$ cat config.mk
export PLATFORM = sky130hd
export DESIGN_NAME = alu_operand_seq
export DESIGN_NICKNAME = d
export VERILOG_FILES = /design/src/rtl/alu_operand_seq.sv
export SDC_FILE = /design/constraint.sdc
export NUM_CORES = 1
export LEC_CHECK = 0
export ABC_AREA = 1
export CELL_PAD_IN_SITES_DETAIL_PLACEMENT = 1
export CELL_PAD_IN_SITES_GLOBAL_PLACEMENT = 2
export CORE_MARGIN = 8
export CORE_UTILIZATION = 29
export DETAILED_ROUTE_END_ITERATION = 16
export GPL_TIMING_DRIVEN = 0
export PLACE_DENSITY_LB_ADDON = 0.1
export SETUP_SLACK_MARGIN = 0.1
export SYNTH_ARGS = -nofsm -noshare
export SYNTH_HDL_FRONTEND = slang
export SYNTH_SLANG_ARGS = --single-unit
$ cat constraint.sdc
create_clock -name clk -period 2.18 [get_ports clk]
set_input_delay 0.654 -clock clk [delete_from_list [all_inputs] [get_ports clk]]
set_output_delay 0.654 -clock clk [all_outputs]
set_load 0.05 [all_outputs]
$ cat src/rtl/alu_operand_seq.sv
// alu_operand_seq: operand sequencer sitting upstream of a combinational 4-bit alu.
// Holds a small register file (r0 reads as zero), accepts one instruction at a time,
// drives the alu operands from registers, then captures R and the flags and writes R back.
// Optional build macro: OVERFLOW_FLAG_EN adds input alu_v and output flag_v.
module alu_operand_seq #(
    parameter int WIDTH  = 4,
    parameter int REG_AW = 3
) (
    input  logic              clk,
    input  logic              reset,
    input  logic              instr_valid,
    output logic              instr_ready,
    input  logic [1:0]        instr_op,
    input  logic              instr_l,
    input  logic [REG_AW-1:0] instr_ra,
    input  logic [REG_AW-1:0] instr_rb,
    input  logic [REG_AW-1:0] instr_rd,
    input  logic              instr_we,
    input  logic              ld_en,
    input  logic [REG_AW-1:0] ld_addr,
    input  logic [WIDTH-1:0]  ld_data,
    output logic [WIDTH-1:0]  alu_a,
    output logic [WIDTH-1:0]  alu_b,
    output logic [1:0]        alu_op,
    output logic              alu_l,
    input  logic [WIDTH-1:0]  alu_r,
    input  logic              alu_z,
    input  logic              alu_c,
    input  logic              alu_s,
`ifdef OVERFLOW_FLAG_EN
    input  logic              alu_v,
    output logic              flag_v,
`endif
    output logic [WIDTH-1:0]  result,
    output logic              flag_z,
    output logic              flag_c,
    output logic              flag_s,
    output logic              done,
    input  logic [REG_AW-1:0] dbg_addr,
    output logic [WIDTH-1:0]  dbg_data
);

    localparam int unsigned NREG = 2 ** REG_AW;

    localparam logic [1:0] S_IDLE = 2'd0;
    localparam logic [1:0] S_EXEC = 2'd1;
    localparam logic [1:0] S_WB   = 2'd2;

    logic [1:0]        state_q, state_d;
    logic [REG_AW-1:0] rd_q;
    logic              we_q;
    logic [WIDTH-1:0]  alu_a_q, alu_b_q;
    logic [1:0]        alu_op_q;
    logic              alu_l_q;
    logic [WIDTH-1:0]  result_q;
    logic              flag_z_q, flag_c_q, flag_s_q;
`ifdef OVERFLOW_FLAG_EN
    logic              flag_v_q;
`endif
    logic              done_q;
    logic [WIDTH-1:0]  rf_q [NREG];

    logic              accept;
    logic              wb_we;
    logic              ld_we;
    logic [WIDTH-1:0]  rd_a, rd_b;

    // Handshake, write enables and r0-masked register reads
    always_comb begin
        accept = (state_q == S_IDLE) && instr_valid;
        wb_we  = (state_q == S_WB) && we_q && (rd_q != '0);
        ld_we  = (state_q == S_IDLE) && ld_en && (ld_addr != '0);
        rd_a   = (instr_ra == '0) ? '0 : rf_q[instr_ra];
        rd_b   = (instr_rb == '0) ? '0 : rf_q[instr_rb];
    end

    // Next-state logic: IDLE -> EXEC -> WB -> IDLE
    always_comb begin
        state_d = state_q;
        case (state_q)
            S_IDLE:  if (accept) state_d = S_EXEC;
            S_EXEC:  state_d = S_WB;
            S_WB:    state_d = S_IDLE;
            default: state_d = S_IDLE;
        endcase
    end

    // State register and instruction/operand/result capture
    always_ff @(posedge clk or posedge reset) begin
        if (reset) begin
            state_q  <= S_IDLE;
            rd_q     <= '0;
            we_q     <= 1'b0;
            alu_a_q  <= '0;
            alu_b_q  <= '0;
            alu_op_q <= '0;
            alu_l_q  <= 1'b0;
            result_q <= '0;
            flag_z_q <= 1'b0;
            flag_c_q <= 1'b0;
            flag_s_q <= 1'b0;
`ifdef OVERFLOW_FLAG_EN
            flag_v_q <= 1'b0;
`endif
            done_q   <= 1'b0;
        end else begin
            state_q <= state_d;
            if (accept) begin
                // Operands are read before any same-edge load lands, so they see pre-load values
                alu_a_q  <= rd_a;
                alu_b_q  <= rd_b;
                alu_op_q <= instr_op;
                alu_l_q  <= instr_l;
                rd_q     <= instr_rd;
                we_q     <= instr_we;
            end
            if (state_q == S_EXEC) begin
                result_q <= alu_r;
                flag_z_q <= alu_z;
                flag_c_q <= alu_c;
                flag_s_q <= alu_s;
`ifdef OVERFLOW_FLAG_EN
                flag_v_q <= alu_v;
`endif
                done_q   <= 1'b1;
            end else begin
                done_q   <= 1'b0;
            end
        end
    end

    // Register file: writeback in WB, direct load only in IDLE; r0 is never written
    always_ff @(posedge clk or posedge reset) begin
        if (reset) begin
            for (int unsigned i = 0; i < NREG; i++) begin
                rf_q[i] <= '0;
            end
        end else if (wb_we) begin
            rf_q[rd_q] <= result_q;
        end else if (ld_we) begin
            rf_q[ld_addr] <= ld_data;
        end
    end

    // Debug read port
    always_comb begin
        dbg_data = (dbg_addr == '0) ? '0 : rf_q[dbg_addr];
    end

    assign instr_ready = (state_q == S_IDLE);
    assign alu_a       = alu_a_q;
    assign alu_b       = alu_b_q;
    assign alu_op      = alu_op_q;
    assign alu_l       = alu_l_q;
    assign result      = result_q;
    assign flag_z      = flag_z_q;
    assign flag_c      = flag_c_q;
    assign flag_s      = flag_s_q;
`ifdef OVERFLOW_FLAG_EN
    assign flag_v      = flag_v_q;
`endif
    assign done        = done_q;

endmodule
; ---- Word-level counts from Yosys, hierarchy flattened
; Index checks and enable logic that the tools add are counted.
[word_totals]
latchBits = 0
ram_bits = 0
mem_bits_ro = 0
wordCells = 72
reg_bits = 57
memories = 0
[classes]
div_mod_pow = 0
addsub = 0
mux = 23
mul = 0
eq_ne = 3
shifts = 0
order_cmp = 7
bitwise = 5
reduce_logical = 14
[op_table]
columns = op, count
row1 = 32-bit bitwise mux, 2
row2 = 32-bit two-way mux, 2
row3 = 4-bit two-way mux, 11
row4 = 4-bit binary-select mux with 3-bit select, 3
row5 = 4-bit demux with 3-bit select, 2
row6 = 4-bit >= comparator (second input constant), 5
row7 = 3-bit NOT with 4-bit output, 5
row8 = 3-bit logical NOT, 3
row9 = 4-bit by 1-bit less-than comparator with 1-bit output (second input constant), 2
row10 = 1-bit logical AND, 7
row11 = 3-bit nonzero test, 2
row12 = 2-bit one-hot mux with 2 select lines, 1
row13 = 2-bit by 1-bit equality test with 1-bit output (second input constant), 1
row14 = 2-bit equality test (second input constant), 1
row15 = 2-bit logical NOT, 1
row16 = 2-bit two-way mux, 1
row17 = 2-bit by 1-bit inequality test with 1-bit output (second input constant), 1
row18 = 2-bit nonzero test, 1
row19 = 1-bit two-way mux, 1

; ---- Longest topological paths before layout
; Gate-level depths: netlist of run 1.
[depth]
depth_word = 8
mapped_depth = 9

; ---- Least setup slack after synthesis of run 1
; Ideal clock, no wire load.
[synth_path]
path_kind = in2out
from = input dbg_addr[0]
to = output dbg_data[0]
path_slack_ns = -0.452
path_stages = 6
required_ns = 1.526
t_arrival_ns = 1.978
path_cell_list = buf_2 clkbuf_1 o211ai_1 nand3_1 nand2_1 nor2_1
[synth_between]
elab_chain_len = 5
[synth_lines]
columns = item, line_no
row1 = from (decl), 39  ; input logic [REG_AW-1:0] dbg_addr,
row2 = 3-bit NOT with 4-bit output (not written as such), 147  ; dbg_data = (dbg_addr == '0) ? '0 : rf_q[dbg_addr];
row3 = 4-bit binary-select mux with 3-bit select, 147
row4 = 4-bit two-way mux (not written as such) (2 in a row), 147
row5 = 4-bit two-way mux *, 147
row6 = to (decl), 40  ; output logic [WIDTH-1:0] dbg_data
; Mark *: on every way between the ends. The rest lies on a longest branch, timed or not. The select of a mux whose other input is x is not followed.

; ---- Final worst setup path of run 1
[layout_path]
from = input dbg_addr[0]
to = output dbg_data[2]
; Same word-level chain as after synthesis.

==> results of run 1 <==
## synth_stat cells
library cell	number	area share [%]
clkinv_1	2	0.20
nand2_2	2	0.34
nand3_1	52	7.1
nand2_1	273	28
o21ai_0	20	2.7
nand4_1	8	1.4
buf_6	1	0.31
nor2_1	51	5.2
inv_1	50	5.1
nand3_4	1	0.48
a21oi_4	1	0.44
nor2_2	5	0.85
buf_2	6	0.82
inv_2	5	0.51
a21oi_2	1	0.24
nor2_4	5	1.5
dfrtp_1	57	39
o211ai_1	6	1.2
o21ai_2	3	0.71
nor3_2	2	0.54
clkbuf_1	15	1.5
a21oi_1	16	2.2
## worst reg2reg max path, delay by kind of cell (launching register included)
kind	cells	cell delay [ns]
buffers and inverters	2	0.33
DFF	1	0.40
and+or+nand+nor	7	0.68
## layout by cell type (no fill, tap or decap)
| cell | instances |
|---|---|
| nor2_1 | 37 |
| nand3_4 | 1 |
| clkinv_1 | 2 |
| dfrtp_1 | 56 |
| inv_2 | 8 |
| o211ai_1 | 6 |
| clkinv_2 | 1 |
| buf_12 | 3 |
| clkbuf_4 | 1 |
| buf_4 | 3 |
| buf_8 | 6 |
| nand2_1 | 268 |
| o21ai_2 | 3 |
| dlygate4sd2_1 | 19 |
| nand4_1 | 8 |
| buf_2 | 6 |
| a21oi_2 | 5 |
| o21ai_1 | 8 |
| clkbuf_1 | 11 |
| clkbuf_2 | 1 |
| bufinv_16 | 1 |
| nand2_2 | 7 |
| inv_1 | 47 |
| nor2_4 | 11 |
| dfrtp_2 | 1 |
| nand3_1 | 52 |
| buf_6 | 1 |
| clkbuf_16 | 10 |
| clkbuf_8 | 6 |
| o21ai_0 | 12 |
| a21oi_4 | 1 |
| nor3_2 | 2 |
| nor2_2 | 13 |
| clkdlybuf4s50_1 | 29 |
| a21oi_1 | 12 |
## worst max-delay path by stage
| stage | from | endpoint | slack (ns) | cells past startpoint |
|---|---|---|---|---|
| finish | dbg_addr[0] | dbg_data[2] | 0.01 | 7 |
| floorplan | dbg_addr[0] | dbg_data[0] | 0.10 | 6 |
| global route | dbg_addr[0] | dbg_data[2] | -0.04 | 7 |
| CTS | dbg_addr[0] | dbg_data[2] | -0.02 | 7 |
| detailed placement | dbg_addr[1] | dbg_data[0] | -1.24 | 7 |
| global placement | dbg_addr[1] | dbg_data[0] | -1.24 | 7 |
## flip-flops by register name, indices dropped and copies added, names as in the netlist, 2 cells and up
name and count:
alu_op 2, alu_a 4, rd_q 3, result 4, alu_b 4, state_q 2, rf_q 32
## per-stage QoR
stage | TNS (ns) | area (um2)
6_report | 0 | 4980
5_1_grt | -0.132 | 4980
4_1_cts | -0.0220 | 4940
3_5_place_dp | -5.43 | 4520
3_3_place_gp | -69.27 | 4500
2_1_floorplan | 0 | 3740
## report_power, final
part	total (mW)	internal, mW	switching [mW]
clock	1.49	1.00	0.487
sequential	1.62	1.33	0.289
combinational	1.74	0.517	1.23
## routing by layer
metal | vias to the layer above | global-route usage [%]
li1 | 1955 | -
met1 | 1896 | 23.3
met2 | 72 | 30.1
met3 | 14 | 3.06
met4 | 0 | 5.94
met5 | - | 0
## logic make-up after synthesis
family / synth area share [%]
flip-flops: 38.8
buffers and inverters: 8.47
AO/OA/AOI/OAI: 7.52
AND/OR/NAND/NOR: 45.2
## area by class of cell
type	instances	area, um2
tap	172	215
clock inverter	2	35.0
timing repair buffer	61	621
clock buffer	13	280
fill	1648	7530
buffer	22	156
sequential	57	1430
inverter	57	214
multi-input combinational	446	2030
## repair_timing
action                                  in CTS  in global routing
setup buffers                                4                  0
endpoints found under the setup margin      24                  9
gates cloned                                 2                  0
resized for setup                           81                 22
pin swaps                                    9                 14
==> results.md, run 1 <==
- Setup CP Type: in2out
- Layout area overhead: 35.4%
- R2r setup slk: approximately 0.64 ns
- Clock Tree Buf Depth: 2
- Clk slew on worst S/H paths: 0.05 ns
- Core ar.: 0.0125 mm2
- Final WS setup: around 0.014 ns
- Min-Delay Endpoint: rf_q[31]$_DFFE_PP0P_
- Mapped Area: 0.00368 mm2
- Routability Congestion: just under 0.9
- GR Overflow Total: 0
- Vias in the first global route: between 4000 and 5000
- GRT Util Overall: about 18%
- Leakage: 2.56 nW
- Max incr delay on CP: 0.20 ns
- Synthesized area per cell: 6.32 um2
- Top Family by Delay on Critical Path: buffers and inverters
- CTS Buf Count: 9
- Critical Path Start Type: input port
- Worst skew pair latency: 0.33 ns
- Fin. Hold Viols: 0
- Placed cell count: 809
- I/O Buffers: 54
- Antenna Cells: 0
- Synth warnings: 0
- Worst-Margin Slew: about 0.56 ns
- Critical path fanouts, max: 6
- Register area share after synthesis: 38.8%
- Crit path max-delay cell type: o211ai_1
- Hold Path Depth: 1
- Hold wc startpoint: rf_q[31]$_DFFE_PP0P_
- Worst path cell trace: buf_12 -> clkbuf_16 -> o211ai_1 -> nand3_1 -> nand2_2 -> nor2_4 -> buf_8
- Detail Route Antenna Nets: 0
- R2r worst-path depth: 9
- Unrepaired setup endpoints after global routing: yes
- Initial Util: around 29%
- P per Cell Area: 974 mW/mm2
- Worst IR Drop VDD: around 380 uV
- Reg2reg start: state_q[0]$_DFFE_PP0P_
- Syn Inst Count: ~580
- Critical Path Sink Type: primary output
- Clk_skew: 0.00651 ns
- Max Clock Freq: 0.462 GHz
- Metal2 WL: ~6.8 mm
- Tcrit/Tclk final: between 90% and 100%
- Final #Nets: around 700
- Worst EP required: roughly 1.5 ns
- Die W: 129 um
- Initial antenna violation count: 0
- TritonCTS Sinks: 57
- Distinct cell type count after synthesis: 22
- Via density: approximately 4.7
- Drt total wl: 13.9 mm
- DR pass1 iterations: 4
- Critical Path AT: 1.51 ns
- Clock root buffer: clkbuf_16
- Hold Path Class: reg2reg
- Metal3 WL: around 600 um
- # hold bufs at CTS: 0
- Worst r2r dst: rf_q[14]$_DFFE_PP0P_
- Max-Cap Viols: 0
- Routed length per instance: 16.8 um
- Overall Power: 4.85 mW
- #FFs+latches synth: between 50 and 60
- Fin cells: 830
- Largest net degree at the start of global routing: 37
- Pre-CTS setup slack: -1.24 ns
- Die Ht: 129 um
- Hold WS: 0.458 ns
- Status: complete, no violations
- Layout cells sized above 1: 13.8%
- Relative slew slack: 62.7%
- Final Max Slew Viols: 0
- IO Count: 58
- Post-Route Utilization: 39.8%
- Row Count: 41
- Final Setup Violations: 0
- WP buf/inv: 3
- Highest routed layer: met4
- Metal1 wirelength: 6.31 mm
- Vias: slightly below 4000
- Final min period: 2.17 ns
- CTS tree: built
- Net Count, Synth: just over 600
- Global-route wire length before repair: 22.6 mm
- Starting DRT DRC Count: 170
- Residual DRC: 0
- Die ar.: around 0.017 mm2
- # H-tree levels: 3
- DP HPWL: 10.9 mm
No activity file was read; power rests on OpenSTA's default activity.
==> run 2: changes to the inputs <==
CTS_CLUSTER_SIZE = 12   (was unset)
==> results of run 2 <==
Final layout, timing and power as in run 1 (identical DEF).
==> run 3: changes to the inputs <==
CTS_CLUSTER_DIAMETER = 150   (was unset)
RECOVER_POWER = 25   (was unset)
==> run 3 against run 2 <==
Utilization fell by 0.090 points. Combinational power barely moved. Via count fell by 0.15%. Cell count did not move. Critical endpoint unchanged. Highest routed layer unchanged.
==> results.md, run 3 (synthesized netlist as in run 1, its figures left out) <==
- Final #Nets: 688 (unchanged)
- Hold WS: 0.458 ns (unchanged)
- Worst EP required: 1.53 ns (about the same)
- Critical Path AT: 1.51 ns (about the same)
- IO Count: 58 (unchanged)
- Flop pwr share: 33.5% (about the same)
- Reg2reg start: state_q[1]$_DFFE_PP0P_
- Hold Path Class: reg2reg
- CP Launch Point: dbg_addr[0]
- Worst-Margin Slew: 0.988 ns (+0.430 ns)
- Initial antenna violation count: 0 (unchanged)
- Status: complete, no violations
- P_sw: 2.00 mW (-0.10%)
- Routability Congestion: 0.873 (unchanged)
- Placed cell count: 809 (unchanged)
- Unrepaired setup endpoints after global routing: yes
- Largest net degree at the start of global routing: 37 (unchanged)
- Relative slew slack: 34.1% (-29 points)
- Final instance area: 0.00497 mm2 (-0.23%)
- CTS Buf Count: 9 (unchanged)
- WP buf/inv: 3 (unchanged)
- Net Sw Frac: 41.2% (about the same)
- Max reg flops: 32 (unchanged)
- Core ar.: 0.0125 mm2 (unchanged)
- Residual DRC: 0 (unchanged)
- Tcrit/Tclk final: 99.4% (unchanged)
- GRT Util Overall: 18.1% (unchanged)
- Hold wc startpoint: rf_q[31]$_DFFE_PP0P_
- # H-tree levels: 3 (unchanged)
- TritonCTS Sinks: 57 (unchanged)
- Leakage: 2.56 nW (about the same)
- I/O Buffers: 54 (unchanged)
- Layout area overhead: 35.1%
- Commonest non-fill, non-tap cell in the layout: nand2_1
- Max Clock Freq: 0.462 GHz (unchanged)
- Clk slew on worst S/H paths: 0.05 ns (about the same)
- Critical Path Sink Type: primary output
- Clock root buffer: clkbuf_16
- Clk_skew: 0.00651 ns (+0.00000539 ns)
- DP HPWL: 10.9 mm (unchanged)
- Setup TNS Final: 0 ns (unchanged)
- Critical Path Start Type: input port
- Max incr delay on CP: 0.20 ns (about the same)
- P per Cell Area: 975 mW/mm2 (+0.13%)
- Vias: 3931 (-0.15%)
- Layout cells sized above 1: 13.5% (-0.30 points)
- Clock Tree Buf Depth: 2 (unchanged)
- DR pass1 iterations: 4 (unchanged)
- Fin cells: 830 (unchanged)
- Die Ht: 129 um (unchanged)
- Routed length per instance: 16.8 um (about the same)
- Final min period: 2.17 ns (unchanged)
- Worst IR Drop VDD: 380 uV (about the same)
- Most frequent cells in the layout: nand2_1 (268), dfrtp_1 (56), nand3_1 (52)
- Worst path cell trace: buf_12 -> clkbuf_16 -> o211ai_1 -> nand3_1 -> nand2_2 -> nor2_4 -> buf_8
- Setup CP Type: in2out
- Fillcell total: 1648 (unchanged)
- Vias in the first global route: 4133 (unchanged)
- Global-route wire length before repair: 22.6 mm (unchanged)
- Final WS setup: 0.0139 ns (unchanged)
- Multi-input logic area: 0.00203 mm2 (-0.12%)
- FF/Latch Area: 0.00143 mm2 (unchanged)
- Max-Cap Viols: 0 (unchanged)
- Starting DRT DRC Count: 170 (unchanged)
- Drt total wl: 13.9 mm (about the same)
- Final Setup Violations: 0 (unchanged)
- Via density: 4.74 (-0.15%)
- Critical path fanouts, max: 6 (unchanged)
- Reg with most FFs: rf_q
- GR Overflow Total: 0 (unchanged)
- CTS tree: built
- Worst skew pair latency: 0.33 ns (about the same)
- Internal power: 2.85 mW (about the same)
- Fin. Hold Viols: 0 (unchanged)
- Placed inst area: 0.00452 mm2 (unchanged)
- Pre-CTS setup slack: -1.24 ns (unchanged)
- Antenna Cells: 0 (unchanged)
- Die ar.: 0.0165 mm2 (unchanged)
- Row Count: 41 (unchanged)
- Top Family by Delay on Critical Path: buffers and inverters
- Logic pwr share: 35.9% (about the same)
- Die W: 129 um (unchanged)
- Crit path max-delay cell type: o211ai_1
- Final Max Slew Viols: 0 (unchanged)
- Initial Util: 29.4% (unchanged)
- Detail Route Antenna Nets: 0 (unchanged)
- Clock share of power: 30.7% (about the same)
==> run 3: cell types whose count changed in the layout (fill, tap and decap cells not counted), sizes merged <==
cell,previous run,this run
clkdlybuf4s50,29,28
dlygate4sd3,0,1
==> run 3: layout make-up <==
| type | count | share of cell area [%] |
|---|---|---|
| Inverter | 57 | 4.30 |
| Clock buffer | 13 | 5.64 |
| Clock inverter | 2 | 0.705 |
| Timing Repair Buffer | 61 | 12.3 |
| Multi-Input combinational cell | 446 | 40.9 |
| Tap cell | 172 | 4.33 |
| Buffer | 22 | 3.15 |
| Sequential cell | 57 | 28.7 |
==> run 3: routing by layer <==
layer / vias up / share of wire, % / track usage (%) / wire, um
li1: 1953 / - / - / -
met1: 1901 / 46 / 23.3 / 6390
met2: 63 / 49 / 30.1 / 6830
met3: 14 / 3.7 / 3.06 / 521
met4: 0 / 1.3 / 5.94 / 186
met5: - / 0 / 0 / 0
==> run 3: worst paths after layout <==
path | end | slack [ns] | cells after the start
worst min-delay path | rf_q[31]$_DFFE_PP0P_ | 0.46 | 1
max in group asynchronous | rf_q[21]$_DFFE_PP0P_ | 0.29 | 3
worst max-delay path | dbg_data[2] | 0.01 | 7
min in group asynchronous | result[0]$_DFFE_PP0P_ | 1.00 | 2
worst min register to register | rf_q[31]$_DFFE_PP0P_ | 0.46 | 1
worst max register to register | result[3]$_DFFE_PP0P_ | 0.65 | 4
==> run 3: what timing repair did <==
item	CTS	global route
pin swaps	9	14
gates resized for setup	81	22
cloned	2	0
endpoints found under the setup margin	24	9
hold buffers	0	0
buffers inserted	4	0
==> run 3: power by group through the flow <==
stage / Sequential (mW) / Combinational, mW / Clock (mW)
5_1_grt: 1.66 / 1.91 / 1.57
3_5_place_dp: 1.63 / 1.78 / 0
6_report: 1.62 / 1.74 / 1.49
2_1_floorplan: 1.88 / 0.794 / 0
3_3_place_gp: 1.62 / 1.75 / 0
4_1_cts: 1.62 / 1.75 / 1.52
==> run 3: worst register-to-register path, cell delays in order, from the launching register on <==
cell	delay (ns)
dfrtp_1	0.46
nor2_1	0.51
inv_1	0.28
nand2_1	0.12
nand2_1	0.05
==> run 3: per-stage QoR <==
step / total power [mW] / utilization (%)
6_report: 4.85 / 39.7
5_1_grt: 5.14 / 39.7
4_1_cts: 4.90 / 39.5
3_5_place_dp: 3.41 / 36.1
3_3_place_gp: 3.38 / 36.0
2_1_floorplan: 2.67 / -
